===== config.mk =====
export PLATFORM = sky130hd
export DESIGN_NAME = pipeline_hazard_ctrl_flat
export DESIGN_NICKNAME = d
export VERILOG_FILES = /design/src/rtl/pipeline_hazard_ctrl_pkg.sv /design/src/rtl/pipeline_hazard_ctrl_if.sv /design/src/rtl/pipeline_hazard_ctrl_fwd.sv /design/src/rtl/pipeline_hazard_ctrl.sv /design/src/flat_wrapper.sv
export SDC_FILE = /design/constraint.sdc
export NUM_CORES = 1
export LEC_CHECK = 0
export CAP_MARGIN = 20
export CORE_MARGIN = 5
export CORE_UTILIZATION = 55
export DETAILED_ROUTE_END_ITERATION = 12
export DONT_BUFFER_PORTS = 1
export PLACE_DENSITY_LB_ADDON = 0.08
export SLEW_MARGIN = 20
export SYNTH_ARGS = -nofsm -noshare
export SYNTH_HDL_FRONTEND = slang
export SYNTH_SLANG_ARGS = --single-unit

===== constraint.sdc =====
create_clock -name clk -period 2.35 [get_ports clk]
set_clock_uncertainty 0.1 [all_clocks]
set_input_delay 0.235 -clock clk [delete_from_list [all_inputs] [get_ports clk]]
set_output_delay 0.235 -clock clk [all_outputs]
set_load 0.1 [all_outputs]

===== src/rtl/pipeline_hazard_ctrl_pkg.sv =====
`default_nettype none
// ============================================================================
//  Module      : pipeline_ctrl_pkg
//  Description : Shared types and constants for the pipeline hazard
//                controller: FSM state encoding, forwarding-select codes,
//                bubble opcode and the forwarding priority helper.
//  Revision    : 1.0  initial release
// ============================================================================
package pipeline_ctrl_pkg;

    // Controller sequencing states
    typedef enum logic [1:0] {
        ST_RUN      = 2'd0,
        ST_LD_STALL = 2'd1,
        ST_MEM_WAIT = 2'd2,
        ST_BR_FLUSH = 2'd3
    } state_t;

    // Operand source selects
    localparam logic [1:0] FWD_RF  = 2'b00;
    localparam logic [1:0] FWD_EXM = 2'b01;
    localparam logic [1:0] FWD_WB  = 2'b10;

    // ALU opcode loaded into decode->EX/MEM when a bubble is inserted
    localparam logic [4:0] OP_ALU_PASSB = 5'b10011;

    // EX/MEM result beats WB result; a load in EX/MEM has no result yet
    function automatic logic [1:0] fwd_select(
        input logic i_use,
        input logic i_exm_hit,
        input logic i_exm_load,
        input logic i_wb_hit
    );
        logic [1:0] w_sel;
        w_sel = FWD_RF;
        if (i_use && i_exm_hit && !i_exm_load) begin
            w_sel = FWD_EXM;
        end else if (i_use && i_wb_hit) begin
            w_sel = FWD_WB;
        end
        return w_sel;
    endfunction

endpackage : pipeline_ctrl_pkg
`default_nettype wire


===== src/rtl/pipeline_hazard_ctrl_if.sv =====
`default_nettype none
// ============================================================================
//  Module      : pipeline_hazard_ctrl_if
//  Description : Bundle of decode / EX/MEM / WB status inputs and the
//                enable, flush, forwarding and statistics outputs of the
//                hazard controller. slave = controller, master = pipeline.
//  Revision    : 1.0  initial release
// ============================================================================
interface pipeline_hazard_ctrl_if #(
    parameter int RW    = 4,
    parameter int CNT_W = 16
);
    logic [RW-1:0]    id_ra;
    logic [RW-1:0]    id_rb;
    logic             id_use_ra;
    logic             id_use_rb;
    logic [RW-1:0]    exm_wc;
    logic             exm_wr;
    logic             exm_load;
    logic             exm_mem_req;
    logic             dm_ready;
    logic [RW-1:0]    wb_wc;
    logic             wb_wr;
    logic             br_taken;

    logic             en_pc;
    logic             en_ifid;
    logic             en_idex;
    logic             flush_ifid;
    logic             flush_idex;
    logic [1:0]       fwd_a;
    logic [1:0]       fwd_b;
    logic [CNT_W-1:0] stall_cnt;
    logic [CNT_W-1:0] flush_cnt;

    modport slave (
        input  id_ra, id_rb, id_use_ra, id_use_rb,
        input  exm_wc, exm_wr, exm_load, exm_mem_req, dm_ready,
        input  wb_wc, wb_wr, br_taken,
        output en_pc, en_ifid, en_idex, flush_ifid, flush_idex,
        output fwd_a, fwd_b, stall_cnt, flush_cnt
    );

    modport master (
        output id_ra, id_rb, id_use_ra, id_use_rb,
        output exm_wc, exm_wr, exm_load, exm_mem_req, dm_ready,
        output wb_wc, wb_wr, br_taken,
        input  en_pc, en_ifid, en_idex, flush_ifid, flush_idex,
        input  fwd_a, fwd_b, stall_cnt, flush_cnt
    );

endinterface : pipeline_hazard_ctrl_if
`default_nettype wire


===== src/rtl/pipeline_hazard_ctrl_fwd.sv =====
`default_nettype none
// ============================================================================
//  Module      : hazard_fwd_unit
//  Description : Combinational register-index comparison producing the
//                operand forwarding selects and the load-use hazard flag.
//                Register index 0 is treated like any other index.
//  Revision    : 1.0  initial release
// ============================================================================
module hazard_fwd_unit
    import pipeline_ctrl_pkg::*;
#(
    parameter int RW = 4
) (
    input  wire logic [RW-1:0] i_id_ra,
    input  wire logic [RW-1:0] i_id_rb,
    input  wire logic          i_id_use_ra,
    input  wire logic          i_id_use_rb,
    input  wire logic [RW-1:0] i_exm_wc,
    input  wire logic          i_exm_wr,
    input  wire logic          i_exm_load,
    input  wire logic [RW-1:0] i_wb_wc,
    input  wire logic          i_wb_wr,
    output logic [1:0]         o_fwd_a,
    output logic [1:0]         o_fwd_b,
    output logic               o_load_use
);

    logic w_exm_hit_a;
    logic w_exm_hit_b;
    logic w_wb_hit_a;
    logic w_wb_hit_b;

    // Index matches against writers in EX/MEM and WB, then priority select
    always_comb begin
        w_exm_hit_a = i_exm_wr && (i_exm_wc == i_id_ra);
        w_exm_hit_b = i_exm_wr && (i_exm_wc == i_id_rb);
        w_wb_hit_a  = i_wb_wr  && (i_wb_wc  == i_id_ra);
        w_wb_hit_b  = i_wb_wr  && (i_wb_wc  == i_id_rb);
        o_fwd_a     = fwd_select(i_id_use_ra, w_exm_hit_a, i_exm_load, w_wb_hit_a);
        o_fwd_b     = fwd_select(i_id_use_rb, w_exm_hit_b, i_exm_load, w_wb_hit_b);
        // Loaded data is not available until WB, so a used match must stall
        o_load_use  = i_exm_load && ((i_id_use_ra && w_exm_hit_a) ||
                                     (i_id_use_rb && w_exm_hit_b));
    end

endmodule : hazard_fwd_unit
`default_nettype wire


===== src/rtl/pipeline_hazard_ctrl.sv =====
`default_nettype none
// ============================================================================
//  Module      : pipeline_hazard_ctrl
//  Description : Pipeline sequencing controller. Drives PC / IF/ID /
//                decode->EX/MEM enables and flushes, handles load-use
//                stalls, data-memory wait states and taken-branch flushes,
//                and selects operand forwarding.
//                Optional macro HAZARD_STATS_EN adds saturating stall and
//                flush cycle counters; without it both outputs read zero.
//  Revision    : 1.0  initial release
// ============================================================================
module pipeline_hazard_ctrl
    import pipeline_ctrl_pkg::*;
#(
    parameter int RW     = 4,
    parameter int BR_PEN = 2,
    parameter int CNT_W  = 16
) (
    input  wire logic             clk,
    input  wire logic             rst_n,
    pipeline_hazard_ctrl_if.slave bus
);

    // Cycles still to flush after the one in which the branch is seen
    localparam logic [2:0] C_BR_RELOAD = 3'(BR_PEN - 1);

    state_t     r_state;
    state_t     w_state_next;
    logic [2:0] r_br_cnt;
    logic [2:0] w_br_cnt_next;

    logic       w_en_front;
    logic       w_en_idex;
    logic       w_flush_ifid;
    logic       w_flush_idex;
    logic       w_decode;
    logic [1:0] w_fwd_a;
    logic [1:0] w_fwd_b;
    logic       w_load_use;

    hazard_fwd_unit #(
        .RW (RW)
    ) u_fwd (
        .i_id_ra     (bus.id_ra),
        .i_id_rb     (bus.id_rb),
        .i_id_use_ra (bus.id_use_ra),
        .i_id_use_rb (bus.id_use_rb),
        .i_exm_wc    (bus.exm_wc),
        .i_exm_wr    (bus.exm_wr),
        .i_exm_load  (bus.exm_load),
        .i_wb_wc     (bus.wb_wc),
        .i_wb_wr     (bus.wb_wr),
        .o_fwd_a     (w_fwd_a),
        .o_fwd_b     (w_fwd_b),
        .o_load_use  (w_load_use)
    );

    // State and branch flush counter registers
    always_ff @(posedge clk) begin
        if (!rst_n) begin
            r_state  <= ST_RUN;
            r_br_cnt <= 3'd0;
        end else begin
            r_state  <= w_state_next;
            r_br_cnt <= w_br_cnt_next;
        end
    end

    // Next-state and enable/flush decode
    always_comb begin
        w_state_next  = r_state;
        w_br_cnt_next = r_br_cnt;
        w_en_front    = 1'b1;
        w_en_idex     = 1'b1;
        w_flush_ifid  = 1'b0;
        w_flush_idex  = 1'b0;
        w_decode      = 1'b0;

        if (!rst_n) begin
            w_en_front    = 1'b0;
            w_en_idex     = 1'b0;
            w_flush_ifid  = 1'b1;
            w_flush_idex  = 1'b1;
            w_state_next  = ST_RUN;
            w_br_cnt_next = 3'd0;
        end else begin
            case (r_state)
                ST_BR_FLUSH: begin
                    w_flush_ifid = 1'b1;
                    w_flush_idex = 1'b1;
                    if (bus.br_taken) begin
                        w_br_cnt_next = C_BR_RELOAD;
                        w_state_next  = (C_BR_RELOAD == 3'd0) ? ST_RUN : ST_BR_FLUSH;
                    end else if (r_br_cnt <= 3'd1) begin
                        w_br_cnt_next = 3'd0;
                        w_state_next  = ST_RUN;
                    end else begin
                        w_br_cnt_next = r_br_cnt - 3'd1;
                    end
                end
                ST_MEM_WAIT: begin
                    // The completing cycle runs normally, so a held branch acts here
                    if (bus.dm_ready) begin
                        w_decode = 1'b1;
                    end else begin
                        w_en_front = 1'b0;
                        w_en_idex  = 1'b0;
                    end
                end
                default: begin
                    // LD_STALL marks the one cycle after a bubble; it runs like RUN
                    w_decode = 1'b1;
                end
            endcase

            if (w_decode) begin
                w_state_next = ST_RUN;
                if (bus.exm_mem_req && !bus.dm_ready) begin
                    w_en_front   = 1'b0;
                    w_en_idex    = 1'b0;
                    w_state_next = ST_MEM_WAIT;
                end else if (bus.br_taken) begin
                    w_flush_ifid  = 1'b1;
                    w_flush_idex  = 1'b1;
                    w_br_cnt_next = C_BR_RELOAD;
                    w_state_next  = (C_BR_RELOAD == 3'd0) ? ST_RUN : ST_BR_FLUSH;
                end else if (w_load_use) begin
                    w_en_front   = 1'b0;
                    w_flush_idex = 1'b1;
                    w_state_next = ST_LD_STALL;
                end
            end
        end
    end

    assign bus.en_pc      = w_en_front;
    assign bus.en_ifid    = w_en_front;
    assign bus.en_idex    = w_en_idex;
    assign bus.flush_ifid = w_flush_ifid;
    assign bus.flush_idex = w_flush_idex;
    assign bus.fwd_a      = rst_n ? w_fwd_a : FWD_RF;
    assign bus.fwd_b      = rst_n ? w_fwd_b : FWD_RF;

`ifdef HAZARD_STATS_EN
    localparam logic [CNT_W-1:0] C_CNT_ONE = CNT_W'(1);
    localparam logic [CNT_W-1:0] C_CNT_MAX = {CNT_W{1'b1}};

    logic [CNT_W-1:0] r_stall_cnt;
    logic [CNT_W-1:0] r_flush_cnt;

    // Saturating counts of stalled and bubbled cycles
    always_ff @(posedge clk) begin
        if (!rst_n) begin
            r_stall_cnt <= {CNT_W{1'b0}};
            r_flush_cnt <= {CNT_W{1'b0}};
        end else begin
            if (!w_en_front && (r_stall_cnt != C_CNT_MAX)) begin
                r_stall_cnt <= r_stall_cnt + C_CNT_ONE;
            end
            if (w_flush_idex && (r_flush_cnt != C_CNT_MAX)) begin
                r_flush_cnt <= r_flush_cnt + C_CNT_ONE;
            end
        end
    end

    assign bus.stall_cnt = r_stall_cnt;
    assign bus.flush_cnt = r_flush_cnt;
`else
    assign bus.stall_cnt = {CNT_W{1'b0}};
    assign bus.flush_cnt = {CNT_W{1'b0}};
`endif

endmodule : pipeline_hazard_ctrl
`default_nettype wire


===== src/flat_wrapper.sv =====
// flat-port wrapper written by rule: the top's interface ports become plain ports
module pipeline_hazard_ctrl_flat import pipeline_ctrl_pkg::*;
#(
    parameter int RW     = 4,
    parameter int BR_PEN = 2,
    parameter int CNT_W  = 16
)
  (clk, rst_n, bus_id_ra, bus_id_rb, bus_id_use_ra, bus_id_use_rb, bus_exm_wc, bus_exm_wr, bus_exm_load, bus_exm_mem_req, bus_dm_ready, bus_wb_wc, bus_wb_wr, bus_br_taken, bus_en_pc, bus_en_ifid, bus_en_idex, bus_flush_ifid, bus_flush_idex, bus_fwd_a, bus_fwd_b, bus_stall_cnt, bus_flush_cnt);
  pipeline_hazard_ctrl_if #(.RW(RW), .CNT_W(CNT_W)) bus_i ();
  input  wire logic clk;
  input  wire logic rst_n;
  input wire logic [$bits(bus_i.id_ra)-1:0] bus_id_ra;
  input wire logic [$bits(bus_i.id_rb)-1:0] bus_id_rb;
  input wire logic [$bits(bus_i.id_use_ra)-1:0] bus_id_use_ra;
  input wire logic [$bits(bus_i.id_use_rb)-1:0] bus_id_use_rb;
  input wire logic [$bits(bus_i.exm_wc)-1:0] bus_exm_wc;
  input wire logic [$bits(bus_i.exm_wr)-1:0] bus_exm_wr;
  input wire logic [$bits(bus_i.exm_load)-1:0] bus_exm_load;
  input wire logic [$bits(bus_i.exm_mem_req)-1:0] bus_exm_mem_req;
  input wire logic [$bits(bus_i.dm_ready)-1:0] bus_dm_ready;
  input wire logic [$bits(bus_i.wb_wc)-1:0] bus_wb_wc;
  input wire logic [$bits(bus_i.wb_wr)-1:0] bus_wb_wr;
  input wire logic [$bits(bus_i.br_taken)-1:0] bus_br_taken;
  output wire logic [$bits(bus_i.en_pc)-1:0] bus_en_pc;
  output wire logic [$bits(bus_i.en_ifid)-1:0] bus_en_ifid;
  output wire logic [$bits(bus_i.en_idex)-1:0] bus_en_idex;
  output wire logic [$bits(bus_i.flush_ifid)-1:0] bus_flush_ifid;
  output wire logic [$bits(bus_i.flush_idex)-1:0] bus_flush_idex;
  output wire logic [$bits(bus_i.fwd_a)-1:0] bus_fwd_a;
  output wire logic [$bits(bus_i.fwd_b)-1:0] bus_fwd_b;
  output wire logic [$bits(bus_i.stall_cnt)-1:0] bus_stall_cnt;
  output wire logic [$bits(bus_i.flush_cnt)-1:0] bus_flush_cnt;
  assign bus_i.id_ra = bus_id_ra;
  assign bus_i.id_rb = bus_id_rb;
  assign bus_i.id_use_ra = bus_id_use_ra;
  assign bus_i.id_use_rb = bus_id_use_rb;
  assign bus_i.exm_wc = bus_exm_wc;
  assign bus_i.exm_wr = bus_exm_wr;
  assign bus_i.exm_load = bus_exm_load;
  assign bus_i.exm_mem_req = bus_exm_mem_req;
  assign bus_i.dm_ready = bus_dm_ready;
  assign bus_i.wb_wc = bus_wb_wc;
  assign bus_i.wb_wr = bus_wb_wr;
  assign bus_i.br_taken = bus_br_taken;
  assign bus_en_pc = bus_i.en_pc;
  assign bus_en_ifid = bus_i.en_ifid;
  assign bus_en_idex = bus_i.en_idex;
  assign bus_flush_ifid = bus_i.flush_ifid;
  assign bus_flush_idex = bus_i.flush_idex;
  assign bus_fwd_a = bus_i.fwd_a;
  assign bus_fwd_b = bus_i.fwd_b;
  assign bus_stall_cnt = bus_i.stall_cnt;
  assign bus_flush_cnt = bus_i.flush_cnt;
  pipeline_hazard_ctrl #(.RW(RW), .BR_PEN(BR_PEN), .CNT_W(CNT_W)) u_core (.clk(clk), .rst_n(rst_n), .bus(bus_i));
endmodule

==> impl_metrics.ini, run 1 <==
[status]
outcome = complete, no violations

[yosys]
synth-async-reset-ratio_pct = 0
synth_ff_type = dfxtp_1
synth_edf_count = 0
avgSynthCellArea_um2 = 7.26
yosys_warnings = 0
syn_inst = 118
seq_area_frac_synth_pct = 11.7
netlist_area_um2 = 857
synth.distinct_cells = 30
ys_seq_elements = 5

[route]
post_drt_via_cell_ratio = 5.08
detail_route.iter0.violations = 10
postRouteAntennaNets = 0
via_count = 726
drc_errors = 0
drt_wl_total_um = 1770
drt-wirelength-per-cell_um = 12.4
firstDrtPassIters = 5

[cells_and_area]
multi_input_area_um2 = 637
stdcell_count = 143
regArea_um2 = 100
nets = 156
fill_cells = 145
drive_above_1_share_pct = 17.3
diodes = 0
fin_util_pct = 60.3
area_growth_pct = 4.82
post-route-cell-area_um2 = 898

[setup_path]
timing.critical_path.from_type = primary input
path_cells = inv_1, a222oi_1, or4b_4, and2_4, o31a_2, buf_12
cp_slowest_cell = or4b_4
cp_max_fo = 3
worstSetupEndpointType = output pin
r2r_slack_ns = 0.82
path_depth = 6
reg2reg_depth = 5
critPathArrivalTime_ns = 1.82
critical_path_class = in -> out
worst_r2r_endpoint = u_core.r_state[1]
required_ns = 2.02
crit_buf_inv = 2
crit_family = simple AND/OR/NAND/NOR gates
worstReg2RegStart = u_core.r_br_cnt[0]
cpPeakStageDelay_ns = 0.52

[clock_tree]
worstSkewPairLatency_ns = 0.24
numCtsBuffers = 3
post-cts-setup-buffer-count = 0
postCtsHoldBufs = 0
ctsResizeCount = 0
max-clock-path-buffers = 2
cts_tree = done
cts.sinks = 5
cts_max_level = 1
cts-root-buf = clkbuf_4
path_clk_slew_ns = 0.05

[power]
clock_power_share_pct = 17.9
vdd_drop_max_mv = 0.361
power_per_cell_area_nw_per_um2 = 633
p_int_w = 0.000208
seqPwrFrac_pct = 16.5
p_sw_w = 0.000360
power_w = 0.000569
leakagePower_nw = 0.396
swShare_pct = 63.4
power_frac_comb_pct = 65.6

[place]
post-place-ws_ns = 0.191
place_inst = 139
post_dp_cell_area_um2 = 872
gp_congestion = 0.779
dp.final_hpwl_um = 1570
portBuffers = 0

[min_path]
min_from = rst_n
hold_depth = 1
hp-class = in -> reg
hold_path_end = u_core.r_state[1]

[floorplan]
start_util_pct = 57.6
rows = 14
die_h_um = 49.5
ios = 67
die_x_um = 49.5
dieArea_um2 = 2450
core_um2 = 1490

[timing]
maxSlewViolCount = 0
rsz0062_at_grt = false
finalHoldViolations = 0
fmax_ghz = 0.465
post-route-period-util_pct = 91.6
setup_viol = 0
fin_crit_ns = 2.15
fin_ws_ns = 0.198

[grt]
antenna_found_initial = 0
grt_pass1_wl_um = 2690
grt_remaining_overflow = 0
grt.total_usage_pct = 13.6
grt_pass1_vias = 680
grt_max_degree = 11

[flow_run]
maxCapViolCount = 0
-- registers in the layout (all words and copies together) (netlist names) --
name and flops:
u_core.r_br_cnt 3, u_core.r_state 2
-- cells in the mapped netlist, types with 2 or more instances --
library cell	n	share of area [%]
buf_4	33	29
inv_1	8	3.5
nor2_1	8	3.5
xnor2_1	8	8.2
nand2_1	6	2.6
nand2b_1	6	4.4
a21oi_1	5	2.9
dfxtp_1	5	12
nor2b_1	4	2.9
nor3_1	4	2.3
nand4_1	3	2.2
o21ai_0	3	1.8
a222oi_1	2	2.3
ha_1	2	2.9
nand3_1	2	1.2
o211ai_1	2	1.8
o22ai_1	2	1.5
o31a_1	2	2.0
xor2_1	2	2.0
-- final cells by class --
type                       count  area share [%]
timing repair buffer           8            9.47
inverter                       8            3.34
multi-input combinational    102            70.9
tap                           16            2.23
sequential                     5            11.1
clock buffer                   4            2.92
-- metrics by stage --
| stage | TNS (ns) | hold WS, ns |
|---|---|---|
| after floorplan | -0.517 | 0.271 |
| after global placement | 0 | 0.267 |
| after detailed placement | 0 | 0.273 |
| after CTS | 0 | 0.00843 |
| after global routing | 0 | 0.00427 |
| final | 0 | 0.0147 |
-- worst max path at each step --
| stage | start | to | slack (ns) |
|---|---|---|---|
| floorplan | u_core.r_state[1] | bus_en_pc | -0.43 |
| global placement | bus_id_ra[0] | bus_en_ifid | 0.21 |
| detailed placement | bus_id_ra[0] | bus_en_ifid | 0.19 |
| CTS | bus_id_ra[0] | bus_en_ifid | 0.19 |
| global route | bus_id_ra[0] | bus_en_ifid | 0.16 |
| finish | bus_id_ra[0] | bus_en_ifid | 0.20 |
-- per-layer routing --
metal / up-vias / GRT usage [%] / part of all wire (%)
met2: 42 / 25.5 / 53
met3: 2 / 7.83 / 14
met5: - / 0 / 0
li1: 352 / - / -
met4: 0 / 5.24 / 0.79
met1: 330 / 11.5 / 32
-- power by group through the flow --
stage	Sequential (W)	Clock (W)	Combinational, W
after floorplan	0.0000947	0	0.000388
after global placement	0.0000956	0	0.000370
after detailed placement	0.0000956	0	0.000372
after CTS	0.0000940	0.000106	0.000372
after global routing	0.0000949	0.000113	0.000385
final	0.0000941	0.000102	0.000373
-- kinds of logic after synthesis --
logic type                 share of synthesized area, %
and+or+nand+nor                                    25.7
other                                             0.438
xor gates and xnor gates                           10.2
adders and majority gates                          2.92
DFF                                                11.7
AOI/OAI and AO/OA                                  16.2
buffers and inverters                              32.8
-- layout by cell type (no fill, tap or decap), types with 2 or more instances in the layout --
| master | n |
|---|---|
| conb_1 | 32 |
| inv_1 | 8 |
| xnor2_1 | 8 |
| nand2b_1 | 6 |
| nor2_1 | 6 |
| nand2_1 | 6 |
| buf_4 | 6 |
| a21oi_1 | 5 |
| dfxtp_1 | 5 |
| nand4_1 | 3 |
| nor2b_1 | 3 |
| o21ai_0 | 3 |
| clkbuf_4 | 3 |
| o22ai_1 | 2 |
| o211ai_1 | 2 |
| xor2_1 | 2 |
| a222oi_1 | 2 |
| or4b_4 | 2 |
| nor2_2 | 2 |
| nand3_1 | 2 |
| nor3_4 | 2 |
| nor3_1 | 2 |
| ha_1 | 2 |
| buf_12 | 2 |
Note: power is estimated with default switching activity, not from simulation.
==> run 2: changes to the inputs <==
==> constraint.sdc (replaced) <==
create_clock -name clk -period 2.35 [get_ports clk]
set_clock_uncertainty 0.1 [all_clocks]
set_input_delay 0.1175 -clock clk [delete_from_list [all_inputs] [get_ports clk]]
set_output_delay 0.1175 -clock clk [all_outputs]
set_load 0.1 [all_outputs]
==> impl_metrics.ini, run 2 (same netlist as run 1, synthesis figures left out) <==
[timing]
fin_crit_ns = 2.10
setup_viol = 0
finalHoldViolations = 0
worst_slew_pin_slew_ns = 0.996
fmax_ghz = 0.476
relSlewSlack_pct = 33.4
rsz0062_at_grt = false
post-route-period-util_pct = 89.4
maxSlewViolCount = 0

[floorplan]
die_x_um = 49.5
core_um2 = 1490
die_h_um = 49.5
ios = 67
start_util_pct = 57.6
dieArea_um2 = 2450
rows = 14

[grt]
grt_remaining_overflow = 0
grt_pass1_wl_um = 3210
grt_max_degree = 10
grt.total_usage_pct = 16.1
grt_pass1_vias = 783
antenna_found_initial = 0

[setup_path]
timing.critical_path.from_type = flip-flop
critPathArrivalTime_ns = 2.13
cp_max_fo = 5
worstSetupEndpointType = flip-flop
required_ns = 2.38
worstReg2RegStart = u_core.r_br_cnt[0]
worst_r2r_endpoint = u_core.r_state[1]
reg2reg_depth = 6
critical_path_class = reg -> reg
r2r_slack_ns = 0.25

[route]
detail_route.iter0.violations = 20
post_drt_via_cell_ratio = 5.12
via_count = 748
drt_wl_total_um = 1920
postRouteAntennaNets = 0
drt-wirelength-per-cell_um = 13.2
firstDrtPassIters = 4
drc_errors = 0

[power]
leakagePower_nw = 0.401
power_w = 0.000572
vdd_drop_max_mv = 0.410
power_per_cell_area_nw_per_um2 = 625

[flow_run]
maxCapViolCount = 0

[cells_and_area]
largest_reg_flops = 3
post-route-cell-area_um2 = 915
reg_top3 = u_core.r_br_cnt x3, u_core.r_state x2
multi_input_area_um2 = 633
regArea_um2 = 100
area_growth_pct = 6.72
final_common_cell = conb_1
layout_common_cells = 32 x conb_1, 8 x inv_1, 8 x xnor2_1
fill_cells = 144
drive_above_1_share_pct = 15.4
fin_util_pct = 61.4
diodes = 0
nets = 159
regMostFlops = u_core.r_br_cnt

[min_path]
min_from = bus_br_taken
hold_depth = 3
hp-class = in -> reg
hold_path_end = u_core.r_br_cnt[2]

[status]
outcome = complete, no violations

[clock_tree]
numCtsBuffers = 3
cts_max_level = 1
cts-root-buf = clkbuf_4
ctsResizeCount = 0
max-clock-path-buffers = 2
worstSkewPairLatency_ns = 0.24
post-cts-setup-buffer-count = 0
cts_tree = done
cts.sinks = 5
path_clk_slew_ns = 0.05

[place]
post_dp_cell_area_um2 = 848
dp.final_hpwl_um = 1620
portBuffers = 0
gp_congestion = 0.780
-- run 2: cell types whose count changed in the layout (fill, tap and decap cells not counted) --
cell           before  now
dlygate4sd3_1       0    4
or4b_1              0    1
or4b_4              2    1
buf_12              2    1
-- run 2: report_power, final --
part / internal, W / switching (W) / total [W]
clock: 0.0000643 / 0.0000373 / 0.000102
combinational: 0.0000553 / 0.000320 / 0.000376
sequential: 0.0000895 / 0.00000528 / 0.0000948
-- run 2: cell type report --
type | count | share of cell area [%]
tap | 16 | 2.19
multi-input combinational | 102 | 69.2
clock buffer | 4 | 2.87
inverter | 8 | 3.28
timing repair buffer | 11 | 11.5
sequential | 5 | 10.9
-- run 2: timing repair --
item | 4_1_cts | 5_1_grt
setup endpoints to repair | 0 | 0
endpoints found under the hold margin | 5 | 0
hold buffers | 4 | 0
-- run 2: routing by layer --
layer | vias up | part of all wire (%) | track usage, %
met5 | - | 0 | 0
met4 | 0 | 0.52 | 3.06
met3 | 2 | 15 | 10.5
met2 | 39 | 53 | 29.0
met1 | 346 | 32 | 15.2
li1 | 361 | - | -
-- run 2: worst max-delay path by stage --
stage | from | endpoint | cells after the start
after floorplan | u_core.r_state[1] | bus_en_pc | 5
after global placement | bus_id_rb[0] | bus_flush_idex | 6
after detailed placement | bus_id_ra[0] | bus_flush_idex | 6
after CTS | u_core.r_br_cnt[0] | u_core.r_state[1] | 6
after global routing | u_core.r_br_cnt[0] | u_core.r_state[1] | 6
final | u_core.r_br_cnt[0] | u_core.r_state[1] | 6
-- run 2: worst max-delay path: stages, from the launching register on --
cell and delay, ns:
dfxtp_1 0.39, ha_1 0.16, o21ba_2 0.16, nor2_1 0.24, a21oi_1 0.12, o31a_1 0.28, dlygate4sd3_1 0.55
-- run 2: stage by stage --
stage | cells | hold slack, ns | setup slack, ns | setup TNS, ns
2_1_floorplan | 149 | 0.154 | -0.312 | -0.312
3_5_place_dp | 138 | 0.155 | 0.397 | 0
5_1_grt | 146 | 0.00500 | 0.127 | 0
6_report | 146 | 0.00597 | 0.249 | 0
3_3_place_gp | 138 | 0.150 | 0.401 | 0
4_1_cts | 146 | 0.00291 | 0.268 | 0
